### config.mk
export PLATFORM = sky130hd
export DESIGN_NAME = lv2_rd_responder_lv1_lv2_flat
export DESIGN_NICKNAME = d
export VERILOG_FILES = /design/src/rtl/lv2_rd_responder_lv1_lv2_pkg.sv /design/src/rtl/lv2_rd_responder_lv1_lv2_if.sv /design/src/rtl/lv2_rd_responder_lv1_lv2_rr_arbiter.sv /design/src/rtl/lv2_rd_responder_lv1_lv2.sv /design/src/flat_wrapper.sv
export SDC_FILE = /design/constraint.sdc
export NUM_CORES = 1
export LEC_CHECK = 0
export CORE_ASPECT_RATIO = 1.4
export CORE_UTILIZATION = 51
export CTS_BUF_LIST = sky130_fd_sc_hd__clkbuf_8
export DETAILED_ROUTE_END_ITERATION = 12
export PLACE_DENSITY = 0.91
export SETUP_SLACK_MARGIN = 0.2
export SYNTH_ARGS = -nofsm -noshare
export SYNTH_HDL_FRONTEND = slang
export SYNTH_SLANG_ARGS = --single-unit
### constraint.sdc
create_clock -name clk -period 6.4 [get_ports clk]
set_input_delay 1.6 -clock clk [delete_from_list [all_inputs] [get_ports clk]]
set_output_delay 1.6 -clock clk [all_outputs]
set_load 0.1 [all_outputs]
### src/rtl/lv2_rd_responder_lv1_lv2_pkg.sv
// Shared lv1-lv2 read bus definitions: responder states, default sizes, requester indices.
package pkg_lv1_lv2_bus;

    localparam int unsigned DEF_NUM_REQ  = 8;
    localparam int unsigned DEF_REQ_WID  = 3;
    localparam int unsigned DEF_ADDR_WID = 32;
    localparam int unsigned DEF_DATA_WID = 32;
    localparam int unsigned DEF_WAIT_TO  = 15;
    localparam int unsigned DEF_TO_WID   = 4;

    // Requester index = core*2 + (0 IL, 1 DL)
    localparam int unsigned REQ_C0_IL = 0;
    localparam int unsigned REQ_C0_DL = 1;
    localparam int unsigned REQ_C1_IL = 2;
    localparam int unsigned REQ_C1_DL = 3;
    localparam int unsigned REQ_C2_IL = 4;
    localparam int unsigned REQ_C2_DL = 5;
    localparam int unsigned REQ_C3_IL = 6;
    localparam int unsigned REQ_C3_DL = 7;

    typedef enum logic [1:0] {
        IDLE  = 2'd0,
        GRANT = 2'd1,
        ARRAY = 2'd2,
        DRIVE = 2'd3
    } state_t;

endpackage

### src/rtl/lv2_rd_responder_lv1_lv2_if.sv
// lv1-lv2 read bus plus the L2 array port as seen by the responder (slave) and its environment (master).
interface lv2_rd_responder_lv1_lv2_if
    import pkg_lv1_lv2_bus::*;
#(
    parameter int unsigned NUM_REQ  = DEF_NUM_REQ,
    parameter int unsigned REQ_WID  = DEF_REQ_WID,
    parameter int unsigned ADDR_WID = DEF_ADDR_WID,
    parameter int unsigned DATA_WID = DEF_DATA_WID
) ();

    logic [NUM_REQ-1:0]  bus_lv1_lv2_req;
    logic [NUM_REQ-1:0]  bus_lv1_lv2_gnt;
    logic                lv2_rd;
    logic [ADDR_WID-1:0] addr_bus_lv1_lv2;
    logic [DATA_WID-1:0] data_bus_lv1_lv2;
    logic                data_in_bus_lv1_lv2;
    logic                lv2_arr_rd;
    logic [ADDR_WID-1:0] lv2_arr_addr;
    logic [DATA_WID-1:0] lv2_arr_data;
    logic                lv2_arr_vld;
    logic [REQ_WID-1:0]  gnt_owner;
    logic                rd_timeout_err;

    modport slave (
        input  bus_lv1_lv2_req, lv2_rd, addr_bus_lv1_lv2, lv2_arr_data, lv2_arr_vld,
        output bus_lv1_lv2_gnt, data_bus_lv1_lv2, data_in_bus_lv1_lv2,
               lv2_arr_rd, lv2_arr_addr, gnt_owner, rd_timeout_err
    );

    modport master (
        output bus_lv1_lv2_req, lv2_rd, addr_bus_lv1_lv2, lv2_arr_data, lv2_arr_vld,
        input  bus_lv1_lv2_gnt, data_bus_lv1_lv2, data_in_bus_lv1_lv2,
               lv2_arr_rd, lv2_arr_addr, gnt_owner, rd_timeout_err
    );

endinterface

### src/rtl/lv2_rd_responder_lv1_lv2_rr_arbiter.sv
// Combinational round-robin pick: first set request scanning upward from ptr with wrap.
module rr_arbiter_lv1_lv2 #(
    parameter int unsigned NUM_REQ = 8,
    parameter int unsigned REQ_WID = 3
) (
    input  logic [NUM_REQ-1:0] req,
    input  logic [REQ_WID-1:0] ptr,
    output logic [REQ_WID-1:0] winner,
    output logic               any_req
);

    logic [REQ_WID-1:0] idx;

    always_comb begin
        winner  = '0;
        any_req = 1'b0;
        idx     = '0;
        for (int unsigned i = 0; i < NUM_REQ; i++) begin
            idx = REQ_WID'((32'(ptr) + i) % NUM_REQ);
            if (!any_req && req[idx]) begin
                winner  = idx;
                any_req = 1'b1;
            end
        end
    end

endmodule

### src/rtl/lv2_rd_responder_lv1_lv2.sv
// L2-side responder for the lv1-lv2 read bus: RR grant, one array read per grant, hold until release.
module lv2_rd_responder_lv1_lv2
    import pkg_lv1_lv2_bus::*;
#(
    parameter int unsigned NUM_REQ  = DEF_NUM_REQ,
    parameter int unsigned REQ_WID  = DEF_REQ_WID,
    parameter int unsigned ADDR_WID = DEF_ADDR_WID,
    parameter int unsigned DATA_WID = DEF_DATA_WID,
    parameter int unsigned WAIT_TO  = DEF_WAIT_TO,
    parameter int unsigned TO_WID   = DEF_TO_WID
) (
    input logic                         clk,
    input logic                         rst,
    lv2_rd_responder_lv1_lv2_if.slave   bus
);

    state_t              state_q, state_d;
    logic [REQ_WID-1:0]  ptr_q, ptr_d;
    logic [TO_WID-1:0]   cnt_q, cnt_d;
    logic [NUM_REQ-1:0]  gnt_q, gnt_d;
    logic [REQ_WID-1:0]  owner_q, owner_d;
    logic [DATA_WID-1:0] data_q, data_d;
    logic                strobe_q, strobe_d;
    logic                arr_rd_q, arr_rd_d;
    logic [ADDR_WID-1:0] arr_addr_q, arr_addr_d;
    logic                err_q, err_d;
    logic                abort_q, abort_d;

    logic [REQ_WID-1:0]  winner;
    logic                any_req;
    logic                owner_req;
    logic [REQ_WID-1:0]  ptr_after_owner;

    rr_arbiter_lv1_lv2 #(
        .NUM_REQ (NUM_REQ),
        .REQ_WID (REQ_WID)
    ) u_arb (
        .req     (bus.bus_lv1_lv2_req),
        .ptr     (ptr_q),
        .winner  (winner),
        .any_req (any_req)
    );

    assign owner_req       = bus.bus_lv1_lv2_req[owner_q];
    assign ptr_after_owner = (owner_q == REQ_WID'(NUM_REQ - 1)) ? '0 : owner_q + REQ_WID'(1);

    // Next-state and registered-output decode
    always_comb begin
        state_d    = state_q;
        ptr_d      = ptr_q;
        cnt_d      = cnt_q;
        gnt_d      = gnt_q;
        owner_d    = owner_q;
        data_d     = data_q;
        strobe_d   = strobe_q;
        arr_rd_d   = arr_rd_q;
        arr_addr_d = arr_addr_q;
        err_d      = 1'b0;
        abort_d    = abort_q;

        case (state_q)
            IDLE: begin
                if (any_req) begin
                    gnt_d   = NUM_REQ'(1) << winner;
                    owner_d = winner;
                    cnt_d   = '0;
                    abort_d = 1'b0;
                    state_d = GRANT;
                end
            end
            GRANT: begin
                if (!owner_req) begin
                    gnt_d   = '0;
                    state_d = IDLE;
                end else if (bus.lv2_rd) begin
                    arr_addr_d = bus.addr_bus_lv1_lv2;
                    arr_rd_d   = 1'b1;
                    abort_d    = 1'b0;
                    state_d    = ARRAY;
                end else begin
                    cnt_d = cnt_q + TO_WID'(1);
                    if (cnt_d == TO_WID'(WAIT_TO)) begin
                        gnt_d   = '0;
                        err_d   = 1'b1;
                        ptr_d   = ptr_after_owner;
                        state_d = IDLE;
                    end
                end
            end
            ARRAY: begin
                // A requester that left mid-read still costs one array completion; the data is dropped
                if (bus.lv2_arr_vld) begin
                    arr_rd_d = 1'b0;
                    if (abort_q || !owner_req) begin
                        gnt_d   = '0;
                        ptr_d   = ptr_after_owner;
                        state_d = IDLE;
                    end else begin
                        data_d   = bus.lv2_arr_data;
                        strobe_d = 1'b1;
                        state_d  = DRIVE;
                    end
                end else if (!owner_req) begin
                    abort_d = 1'b1;
                end
            end
            DRIVE: begin
                if (!owner_req) begin
                    strobe_d = 1'b0;
                    gnt_d    = '0;
                    data_d   = '0;
                    ptr_d    = ptr_after_owner;
                    state_d  = IDLE;
                end
            end
            default: state_d = IDLE;
        endcase
    end

    always_ff @(posedge clk) begin
        if (rst) begin
            state_q    <= IDLE;
            ptr_q      <= '0;
            cnt_q      <= '0;
            gnt_q      <= '0;
            owner_q    <= '0;
            data_q     <= '0;
            strobe_q   <= 1'b0;
            arr_rd_q   <= 1'b0;
            arr_addr_q <= '0;
            err_q      <= 1'b0;
            abort_q    <= 1'b0;
        end else begin
            state_q    <= state_d;
            ptr_q      <= ptr_d;
            cnt_q      <= cnt_d;
            gnt_q      <= gnt_d;
            owner_q    <= owner_d;
            data_q     <= data_d;
            strobe_q   <= strobe_d;
            arr_rd_q   <= arr_rd_d;
            arr_addr_q <= arr_addr_d;
            err_q      <= err_d;
            abort_q    <= abort_d;
        end
    end

    assign bus.bus_lv1_lv2_gnt     = gnt_q;
    assign bus.gnt_owner           = owner_q;
    assign bus.data_bus_lv1_lv2    = data_q;
    assign bus.data_in_bus_lv1_lv2 = strobe_q;
    assign bus.lv2_arr_rd          = arr_rd_q;
    assign bus.lv2_arr_addr        = arr_addr_q;
    assign bus.rd_timeout_err      = err_q;

endmodule

### src/flat_wrapper.sv
// flat-port wrapper written by rule: the top's interface ports become plain ports
module lv2_rd_responder_lv1_lv2_flat import pkg_lv1_lv2_bus::*;
#(
    parameter int unsigned NUM_REQ  = DEF_NUM_REQ,
    parameter int unsigned REQ_WID  = DEF_REQ_WID,
    parameter int unsigned ADDR_WID = DEF_ADDR_WID,
    parameter int unsigned DATA_WID = DEF_DATA_WID,
    parameter int unsigned WAIT_TO  = DEF_WAIT_TO,
    parameter int unsigned TO_WID   = DEF_TO_WID
)
  (clk, rst, bus_bus_lv1_lv2_req, bus_lv2_rd, bus_addr_bus_lv1_lv2, bus_lv2_arr_data, bus_lv2_arr_vld, bus_bus_lv1_lv2_gnt, bus_data_bus_lv1_lv2, bus_data_in_bus_lv1_lv2, bus_lv2_arr_rd, bus_lv2_arr_addr, bus_gnt_owner, bus_rd_timeout_err);
  lv2_rd_responder_lv1_lv2_if #(.NUM_REQ(NUM_REQ), .REQ_WID(REQ_WID), .ADDR_WID(ADDR_WID), .DATA_WID(DATA_WID)) bus_i ();
  input logic clk;
  input logic rst;
  input wire logic [$bits(bus_i.bus_lv1_lv2_req)-1:0] bus_bus_lv1_lv2_req;
  input wire logic [$bits(bus_i.lv2_rd)-1:0] bus_lv2_rd;
  input wire logic [$bits(bus_i.addr_bus_lv1_lv2)-1:0] bus_addr_bus_lv1_lv2;
  input wire logic [$bits(bus_i.lv2_arr_data)-1:0] bus_lv2_arr_data;
  input wire logic [$bits(bus_i.lv2_arr_vld)-1:0] bus_lv2_arr_vld;
  output wire logic [$bits(bus_i.bus_lv1_lv2_gnt)-1:0] bus_bus_lv1_lv2_gnt;
  output wire logic [$bits(bus_i.data_bus_lv1_lv2)-1:0] bus_data_bus_lv1_lv2;
  output wire logic [$bits(bus_i.data_in_bus_lv1_lv2)-1:0] bus_data_in_bus_lv1_lv2;
  output wire logic [$bits(bus_i.lv2_arr_rd)-1:0] bus_lv2_arr_rd;
  output wire logic [$bits(bus_i.lv2_arr_addr)-1:0] bus_lv2_arr_addr;
  output wire logic [$bits(bus_i.gnt_owner)-1:0] bus_gnt_owner;
  output wire logic [$bits(bus_i.rd_timeout_err)-1:0] bus_rd_timeout_err;
  assign bus_i.bus_lv1_lv2_req = bus_bus_lv1_lv2_req;
  assign bus_i.lv2_rd = bus_lv2_rd;
  assign bus_i.addr_bus_lv1_lv2 = bus_addr_bus_lv1_lv2;
  assign bus_i.lv2_arr_data = bus_lv2_arr_data;
  assign bus_i.lv2_arr_vld = bus_lv2_arr_vld;
  assign bus_bus_lv1_lv2_gnt = bus_i.bus_lv1_lv2_gnt;
  assign bus_data_bus_lv1_lv2 = bus_i.data_bus_lv1_lv2;
  assign bus_data_in_bus_lv1_lv2 = bus_i.data_in_bus_lv1_lv2;
  assign bus_lv2_arr_rd = bus_i.lv2_arr_rd;
  assign bus_lv2_arr_addr = bus_i.lv2_arr_addr;
  assign bus_gnt_owner = bus_i.gnt_owner;
  assign bus_rd_timeout_err = bus_i.rd_timeout_err;
  lv2_rd_responder_lv1_lv2 #(.NUM_REQ(NUM_REQ), .REQ_WID(REQ_WID), .ADDR_WID(ADDR_WID), .DATA_WID(DATA_WID), .WAIT_TO(WAIT_TO), .TO_WID(TO_WID)) u_core (.clk(clk), .rst(rst), .bus(bus_i));
endmodule
==> implementation parameters, run 1 <==
Parameter                              Value

Outcome
  Status ... finished clean

Finish
  Post-layout nets ... just over 700
  Area occupied by multi-input gates ... 0.00262 sq mm
  Number of antenna diodes ... 0
  Layout overhead on the synthesized area ... 35.1%
  Footprint of the flip-flops and latches ... 0.00176 sq mm
  Fill cells ... around 670
  Share of final-layout standard cells stronger than drive strength 1 ... 0.0871

Yosys
  Summed instance area of the synthesized netlist ... 0.00465 sq mm
  Synthesized instance count ... 513
  Post-Syn Nets ... 595
  Synth Flop Type ... sky130_fd_sc_hd__dfxtp_1
  Cell types occupying the most area after synthesis ... sky130_fd_sc_hd__dfxtp_1 (38%), sky130_fd_sc_hd__nand2_1 (6.2%), sky130_fd_sc_hd__a22oi_1 (5.8%), sky130_fd_sc_hd__mux4_1 (5.6%), sky130_fd_sc_hd__nor2_1 (5.4%)
  Flip-flop and latch count after synthesis ... 88
  Fraction of registers with async set/reset ... 0
  Unique cell type count in the Yosys netlist ... between 60 and 70
  Area leader, netlist ... sky130_fd_sc_hd__dfxtp_1
  Post-synth top area share ... 0.378
  Dominant cell by count in the synthesized netlist ... sky130_fd_sc_hd__dfxtp_1
  Number of flops mapped to enable cells by yosys ... 0
  Number of warnings printed during yosys synthesis ... 0
  Most instantiated cells after synthesis ... sky130_fd_sc_hd__dfxtp_1 (88), sky130_fd_sc_hd__nand2_1 (77), sky130_fd_sc_hd__nor2_1 (67), sky130_fd_sc_hd__a21oi_1 (45), sky130_fd_sc_hd__a22oi_1 (36)
  Sequential area share after synthesis ... 0.378
  Mean cell area of the mapped netlist ... roughly 9.1 sq um

Floorplanning
  Placement row count ... 40
  Floorplan die area ... 0.00952 sq mm
  Die Wd ... 82.7 microns
  IO Pins ... 154
  Core area ... 0.00871 sq mm
  Initial core utilization ... 0.534
  Chip height ... about 120 microns

Clocking
  Clock slew at the register clock pins of the worst setup and hold paths ... ~0.09 ns
  Post-CTS Setup Repair Bufs ... 0
  Count of hold buffers inserted by post-cts repair ... 0
  Number of buffers inserted during clock tree synthesis ... 9
  Max H-tree Level ... 3
  Post-cts repair resize count ... 0
  TritonCTS clock tree ... done
  Clock latency on the worst-skew pair ... ~0.36 ns
  Root Buffer Master ... sky130_fd_sc_hd__clkbuf_8
  Number of clock sinks ... 88
  Longest Clk Path Bufs ... 2

Setup path
  Critical path's slowest cell ... sky130_fd_sc_hd__nand2_1
  Sort of element at the start of the critical path ... primary input
  Critical-path maximum fanout ... 33
  Cells along the critical path ... clkdlybuf4s50_1 > mux4_1 > mux2i_1 > or2_2 > o31ai_1 > nand2_1 > a22oi_1 > nor2_1
  Combined buffer and inverter count along the critical path ... 1
  Data arrival time of the critical path ... 4.99 ns
  Required @ worst endpoint ... between 6 and 7 ns
  Largest stage delay on the critical path ... 0.82 ns
  Critical Path End Type ... flop
  Kind of cell adding the most delay to the critical path ... multiplexers
  Crit Path Category ... primary input to flop

Timing
  Share of the clock period used by the worst path ... 0.736
  Final critical path time including I/O delays and setup ... 4.71 ns
  Final number of hold-violating endpoints ... 0
  Setup skew after layout ... around 0.015 ns
  Fin Hold WS ... 0.456 ns
  Relative max-transition margin ... 0.189
  Final setup viols ... 0
  Number of slew-limit violations in the final report ... 0
  Transition at the pin with the smallest max-transition slack ... approximately 1.2 ns
  Total Neg Setup Slack ... 0 ns
  Peak clock frequency supported by timing ... 212 MHz
  Setup repair after global routing missed its margin ... no
  Minimum setup slack in the final design ... 1.69 ns

Run
  Number of violations of the max-capacitance limit ... 0

Detailed routing
  Highest metal layer used by the detailed router ... met4
  Sum of routed wire segments on met1 ... 4.90 mm
  Drt first pass iters ... 5
  Total length of routed wires ... 12.7 mm
  DR vias ... between 4000 and 5000
  Total met2 wirelength after detailed routing ... 6.72 mm
  Routed wire length on met3 ... approximately 640 microns
  Residual DRC count ... 0
  Antenna violation net count after detailed routing ... 0
  DRC marker count from the first detailed-route iteration ... 290
  Average via count per standard cell ... around 5.9
  Wire length per cell ... 17.0 microns

Placement
  Buffers on Ports ... 153
  RePlAce Congestion ... 0.834
  Detailed placer's ending HPWL ... 9.04 mm
  Worst Setup Slack post-DPL ... 1.39 ns

Hold path
  Hold/Removal Path Class ... flop to flop

Pwr
  Worst VDD drop ... around 0.18 mV
  Pleak ... 2.19 nW
  Power density relative to cell area ... approximately 290 mW/mm^2

Global route
  Number of antenna violations at the first check in global routing ... 0
  Via count of the first global-routing pass ... 4301
  First-pass GRT wire length ... 19.8 mm
  Maximum number of pins on one net before global-route repair ... 84
  Aggregate global routing overflow ... 0
  Tot GR Track Use ... 0.271
-- placed cells by master, fill, tap and decap left out, drive strengths merged, types with 5 or more instances in the layout --
| cell type | n |
|---|---|
| a21oi | 46 |
| o21ai | 6 |
| mux4 | 18 |
| ha | 6 |
| nand3 | 5 |
| a22oi | 36 |
| mux2i | 22 |
| clkdlybuf4s50 | 152 |
| a32o | 5 |
| nor3 | 5 |
| a22o | 6 |
| inv | 11 |
| clkbuf | 11 |
| mux2 | 9 |
| dfxtp | 88 |
| nor2 | 69 |
| nand2 | 77 |
-- flip-flops by register name, indices dropped and copies added, names as in the netlist --
name	cells
u_core.cnt_q	4
u_core.bus.rd_timeout_err	1
u_core.ptr_q	3
u_core.abort_q	1
u_core.bus.gnt_owner	3
u_core.bus.lv2_arr_addr	32
u_core.bus.bus_lv1_lv2_gnt	8
u_core.bus.data_bus_lv1_lv2	32
u_core.bus.data_in_bus_lv1_lv2	1
u_core.bus.lv2_arr_rd	1
u_core.state_q	2
-- metal layers --
layer / vias up / global-route usage
met5: - / 0
met4: 0 / 0.134
met3: 35 / 0.0556
met2: 172 / 0.481
met1: 2094 / 0.298
li1: 2109 / -
-- worst min-delay path: cells and delay by family (launching register included) --
| kind | cells | cell delay (ns) |
|---|---|---|
| simple gates | 1 | 0.05 |
| compound gates | 1 | 0.05 |
| flops | 1 | 0.32 |
-- layout make-up --
cell class	instances	area share
Clock buffer	11	0.0241
Sequential cell	88	0.280
Clock inverter	5	0.00617
Timing Repair Buffer	156	0.246
Inverter	9	0.00537
Tap cell	105	0.0209
Multi-Input combinational cell	374	0.417
-- path summary, 6_finish.rpt --
kind	end	start	slack (ns)	cells after the start
worst min-delay path	u_core.bus.lv2_arr_addr[13]	u_core.bus.lv2_arr_addr[13]	0.46	2
worst max register to register	u_core.bus.bus_lv1_lv2_gnt[7]	u_core.ptr_q[0]	1.98	10
worst max-delay path	u_core.bus.data_bus_lv1_lv2[7]	bus_bus_lv1_lv2_req[3]	1.69	8
worst min register to register	u_core.bus.lv2_arr_addr[13]	u_core.bus.lv2_arr_addr[13]	0.46	2
-- stage by stage --
step | power [mW] | utilization | area (sq um) | cells
after floorplan | 1.27 | - | 4650 | 513
after global placement | 1.44 | 0.700 | 6100 | 732
after detailed placement | 1.46 | 0.700 | 6100 | 732
after CTS | 1.82 | 0.722 | 6290 | 748
after global routing | 1.90 | 0.722 | 6290 | 748
final | 1.82 | 0.722 | 6290 | 748
-- kinds of logic after synthesis --
logic type               after synthesis  share of synthesized area
buffers and inverters                 51                     0.0594
AND/OR/NAND/NOR                      179                      0.165
XOR/XNOR                               2                    0.00376
flip-flops                            88                      0.378
AO/OA/AOI/OAI                        138                      0.211
adder cells (fa/ha/maj)                6                     0.0161
multiplexers                          49                      0.166
-- power breakdown --
| group | switching (mW) | leakage [nW] | internal, mW |
|---|---|---|---|
| Sequential | 0.0503 | 0.712 | 0.592 |
| Combinational | 0.539 | 1.38 | 0.272 |
| Clock | 0.197 | 0.102 | 0.165 |
Note: power is estimated with default switching activity, not from simulation.
==> inputs of run 2 (changes only) <==
CORE_UTILIZATION = 48   (was 51)
PLACE_DENSITY = 0.86   (was 0.91)
clock period = 4.6 ns   (was 6.4 ns; I/O delays follow)
==> run 2 against run 1 <==
Non-clock buffer count rose by 10. Worst hold slack improved by 0.00080 ns. Largest cell class unchanged. First-iteration DRC count fell by 10%. Sequential share of layout area fell by 0.73 points.
==> implementation parameters, run 2 (synthesized netlist as in run 1, its figures left out) <==
Parameter                              Value

Detailed routing
  DRC marker count from the first detailed-route iteration ... 260 (was 290)
  Residual DRC count ... 0 (unchanged)
  Antenna violation net count after detailed routing ... 0 (unchanged)
  Wire length per cell ... 16.6 microns (was 17.0 microns)
  Drt first pass iters ... 6 (was 5)
  DR vias ... 4424 (was 4410)
  Average via count per standard cell ... 5.80 (was 5.90)
  Total length of routed wires ... 12.6 mm (was 12.7 mm)

Clocking
  Longest Clk Path Bufs ... 2 (unchanged)
  Number of buffers inserted during clock tree synthesis ... 9 (unchanged)
  Post-CTS Setup Repair Bufs ... 0 (unchanged)
  Max H-tree Level ... 3 (unchanged)
  TritonCTS clock tree ... done (unchanged)
  Count of hold buffers inserted by post-cts repair ... 0 (unchanged)
  Root Buffer Master ... sky130_fd_sc_hd__clkbuf_8 (unchanged)
  Clock latency on the worst-skew pair ... 0.36 ns (about the same)
  Number of clock sinks ... 88 (unchanged)
  Post-cts repair resize count ... 0 (unchanged)
  Clock slew at the register clock pins of the worst setup and hold paths ... 0.09 ns (about the same)

Setup path
  Required @ worst endpoint ... 4.86 ns (was 6.68 ns)
  Crit Path Category ... primary input to flop (unchanged)
  Critical Path End Type ... flop (unchanged)
  Sort of element at the start of the critical path ... primary input (unchanged)
  Data arrival time of the critical path ... 4.07 ns (was 4.99 ns)
  Critical-path maximum fanout ... 12 (was 33)

Pwr
  Post-layout power ... 2.76 mW (was 1.82 mW)
  Proportion of power drawn by flip-flops and latches ... 0.320 (was 0.354)
  Power density relative to cell area ... 428 mW/mm^2 (was 289 mW/mm^2)
  Switching power ... 1.11 mW (was 0.786 mW)
  Switching share of power ... 0.402 (was 0.433)
  Worst VDD drop ... 0.255 mV (was 0.185 mV)
  Combinational cell fraction of total power ... 0.419 (was 0.447)
  Pleak ... 2.27 nW (was 2.19 nW)
  Clock group share of total power ... 0.261 (was 0.199)
  Internal power ... 1.65 mW (was 1.03 mW)

Floorplanning
  IO Pins ... 154 (unchanged)
  Floorplan die area ... 0.0101 sq mm (was 0.00952 sq mm)
  Chip height ... 119 microns (was 115 microns)
  Initial core utilization ... 0.492 (was 0.534)
  Placement row count ... 42 (was 40)
  Die Wd ... 85.2 microns (was 82.7 microns)
  Core area ... 0.00946 sq mm (was 0.00871 sq mm)

Finish
  Share of final-layout standard cells stronger than drive strength 1 ... 0.103 (was 0.0871)
  Leading cell types in the layout, fill and taps excluded ... sky130_fd_sc_hd__clkdlybuf4s50_1 (152), sky130_fd_sc_hd__dfxtp_1 (88), sky130_fd_sc_hd__nand2_1 (77), sky130_fd_sc_hd__nor2_1 (65), sky130_fd_sc_hd__a21oi_1 (45) (unchanged)
  Most common library cell in the layout ignoring fill and taps ... sky130_fd_sc_hd__clkdlybuf4s50_1 (unchanged)
  Post-layout nets ... 730 (was 720)
  Number of antenna diodes ... 0 (unchanged)
  Final core occ ... 0.682 (was 0.722)
  Layout overhead on the synthesized area ... 38.7% (was 35.1%)
  Filler-free cell count of the finished design ... 763 (was 748)

Global route
  Number of antenna violations at the first check in global routing ... 0 (unchanged)
  Tot GR Track Use ... 0.257 (was 0.271)
  Maximum number of pins on one net before global-route repair ... 77 (was 84)
  Aggregate global routing overflow ... 0 (unchanged)
  First-pass GRT wire length ... 20.8 mm (was 19.8 mm)
  Via count of the first global-routing pass ... 4335 (was 4301)

Run
  Number of violations of the max-capacitance limit ... 0 (unchanged)

Hold path
  Hold/Removal Path Class ... flop to flop (unchanged)

Outcome
  Status ... finished clean (unchanged)

Timing
  Relative max-transition margin ... 0.178 (was 0.189)
  Final setup viols ... 0 (unchanged)
  Final number of hold-violating endpoints ... 0 (unchanged)
  Setup skew after layout ... 0.0133 ns (was 0.0149 ns)
  Share of the clock period used by the worst path ... 0.827
  Setup repair after global routing missed its margin ... no (unchanged)
  Peak clock frequency supported by timing ... 263 MHz
  Final critical path time including I/O delays and setup ... 3.80 ns
  Number of slew-limit violations in the final report ... 0 (unchanged)
  Transition at the pin with the smallest max-transition slack ... 1.23 ns (was 1.22 ns)
  Minimum setup slack in the final design ... 0.796 ns (was 1.69 ns)
  Total Neg Setup Slack ... 0 ns (unchanged)

Placement
  RePlAce Congestion ... 0.871 (was 0.834)
  Total instance count after detailed placement ... 747 (was 732)
  Buffers on Ports ... 153 (unchanged)
  Detailed placer's ending HPWL ... 9.04 mm (about the same)
  Worst Setup Slack post-DPL ... 0.454 ns (was 1.39 ns)
==> run 2: cell count changes in the layout (fill, tap and decap cells not counted), sizes merged <==
cell,change
buf,+10
clkinvlp,+1
clkbuf,-1
inv,-2
clkinv,-2
bufinv,+4
==> run 2: power by group through the flow <==
stage                     logic (mW)  registers, mW  clock network [mW]
after global placement          1.13          0.899                   0
after global routing            1.23          0.893               0.763
after detailed placement        1.15          0.901                   0
final                           1.16          0.885               0.721
after CTS                       1.15          0.884               0.729
after floorplan                0.512           1.25                   0
==> run 2: cell type report <==
type                    count  area (sq um)
well taps                 110           138
inverters                   9          33.8
clock inverters             6           139
repair buffers            166          1620
multi-input cells         374          2620
fillers                   742          3000
clock buffers              10           138
flip-flops and latches     88          1760
==> run 2: worst paths after layout <==
check,start,endpoint,slack (ns),cells past startpoint
max,bus_bus_lv1_lv2_req[4],u_core.bus.bus_lv1_lv2_gnt[3],0.80,10
min,u_core.bus.lv2_arr_addr[13],u_core.bus.lv2_arr_addr[13],0.46,2
max reg2reg,u_core.ptr_q[1],u_core.bus.bus_lv1_lv2_gnt[6],1.36,11
min reg2reg,u_core.bus.lv2_arr_addr[13],u_core.bus.lv2_arr_addr[13],0.46,2
==> run 2: worst max-delay path: stages <==
cell and delay, ns:
sky130_fd_sc_hd__clkdlybuf4s50_1 0.60, sky130_fd_sc_hd__mux4_1 0.67, sky130_fd_sc_hd__mux2_4 0.34, sky130_fd_sc_hd__a31o_1 0.19, sky130_fd_sc_hd__a21o_2 0.18, sky130_fd_sc_hd__a221o_1 0.30, sky130_fd_sc_hd__a21oi_2 0.15, sky130_fd_sc_hd__nor4_1 0.06
sky130_fd_sc_hd__buf_4 0.17, sky130_fd_sc_hd__a32o_1 0.24
==> run 2: per-stage QoR <==
stage	cell area [sq um]	hold WS [ns]
after global placement	6180	0.442
final	6450	0.457
after global routing	6450	0.479
after CTS	6450	0.461
after detailed placement	6180	0.446
after floorplan	4650	0.520
==> run 2: per-layer routing <==
layer	global-route usage	vias up	wire length (microns)
li1	-	2126	-
met1	0.294	2098	4910
met2	0.456	168	6690
met3	0.0517	32	638
met4	0.111	0	410
met5	0	-	0
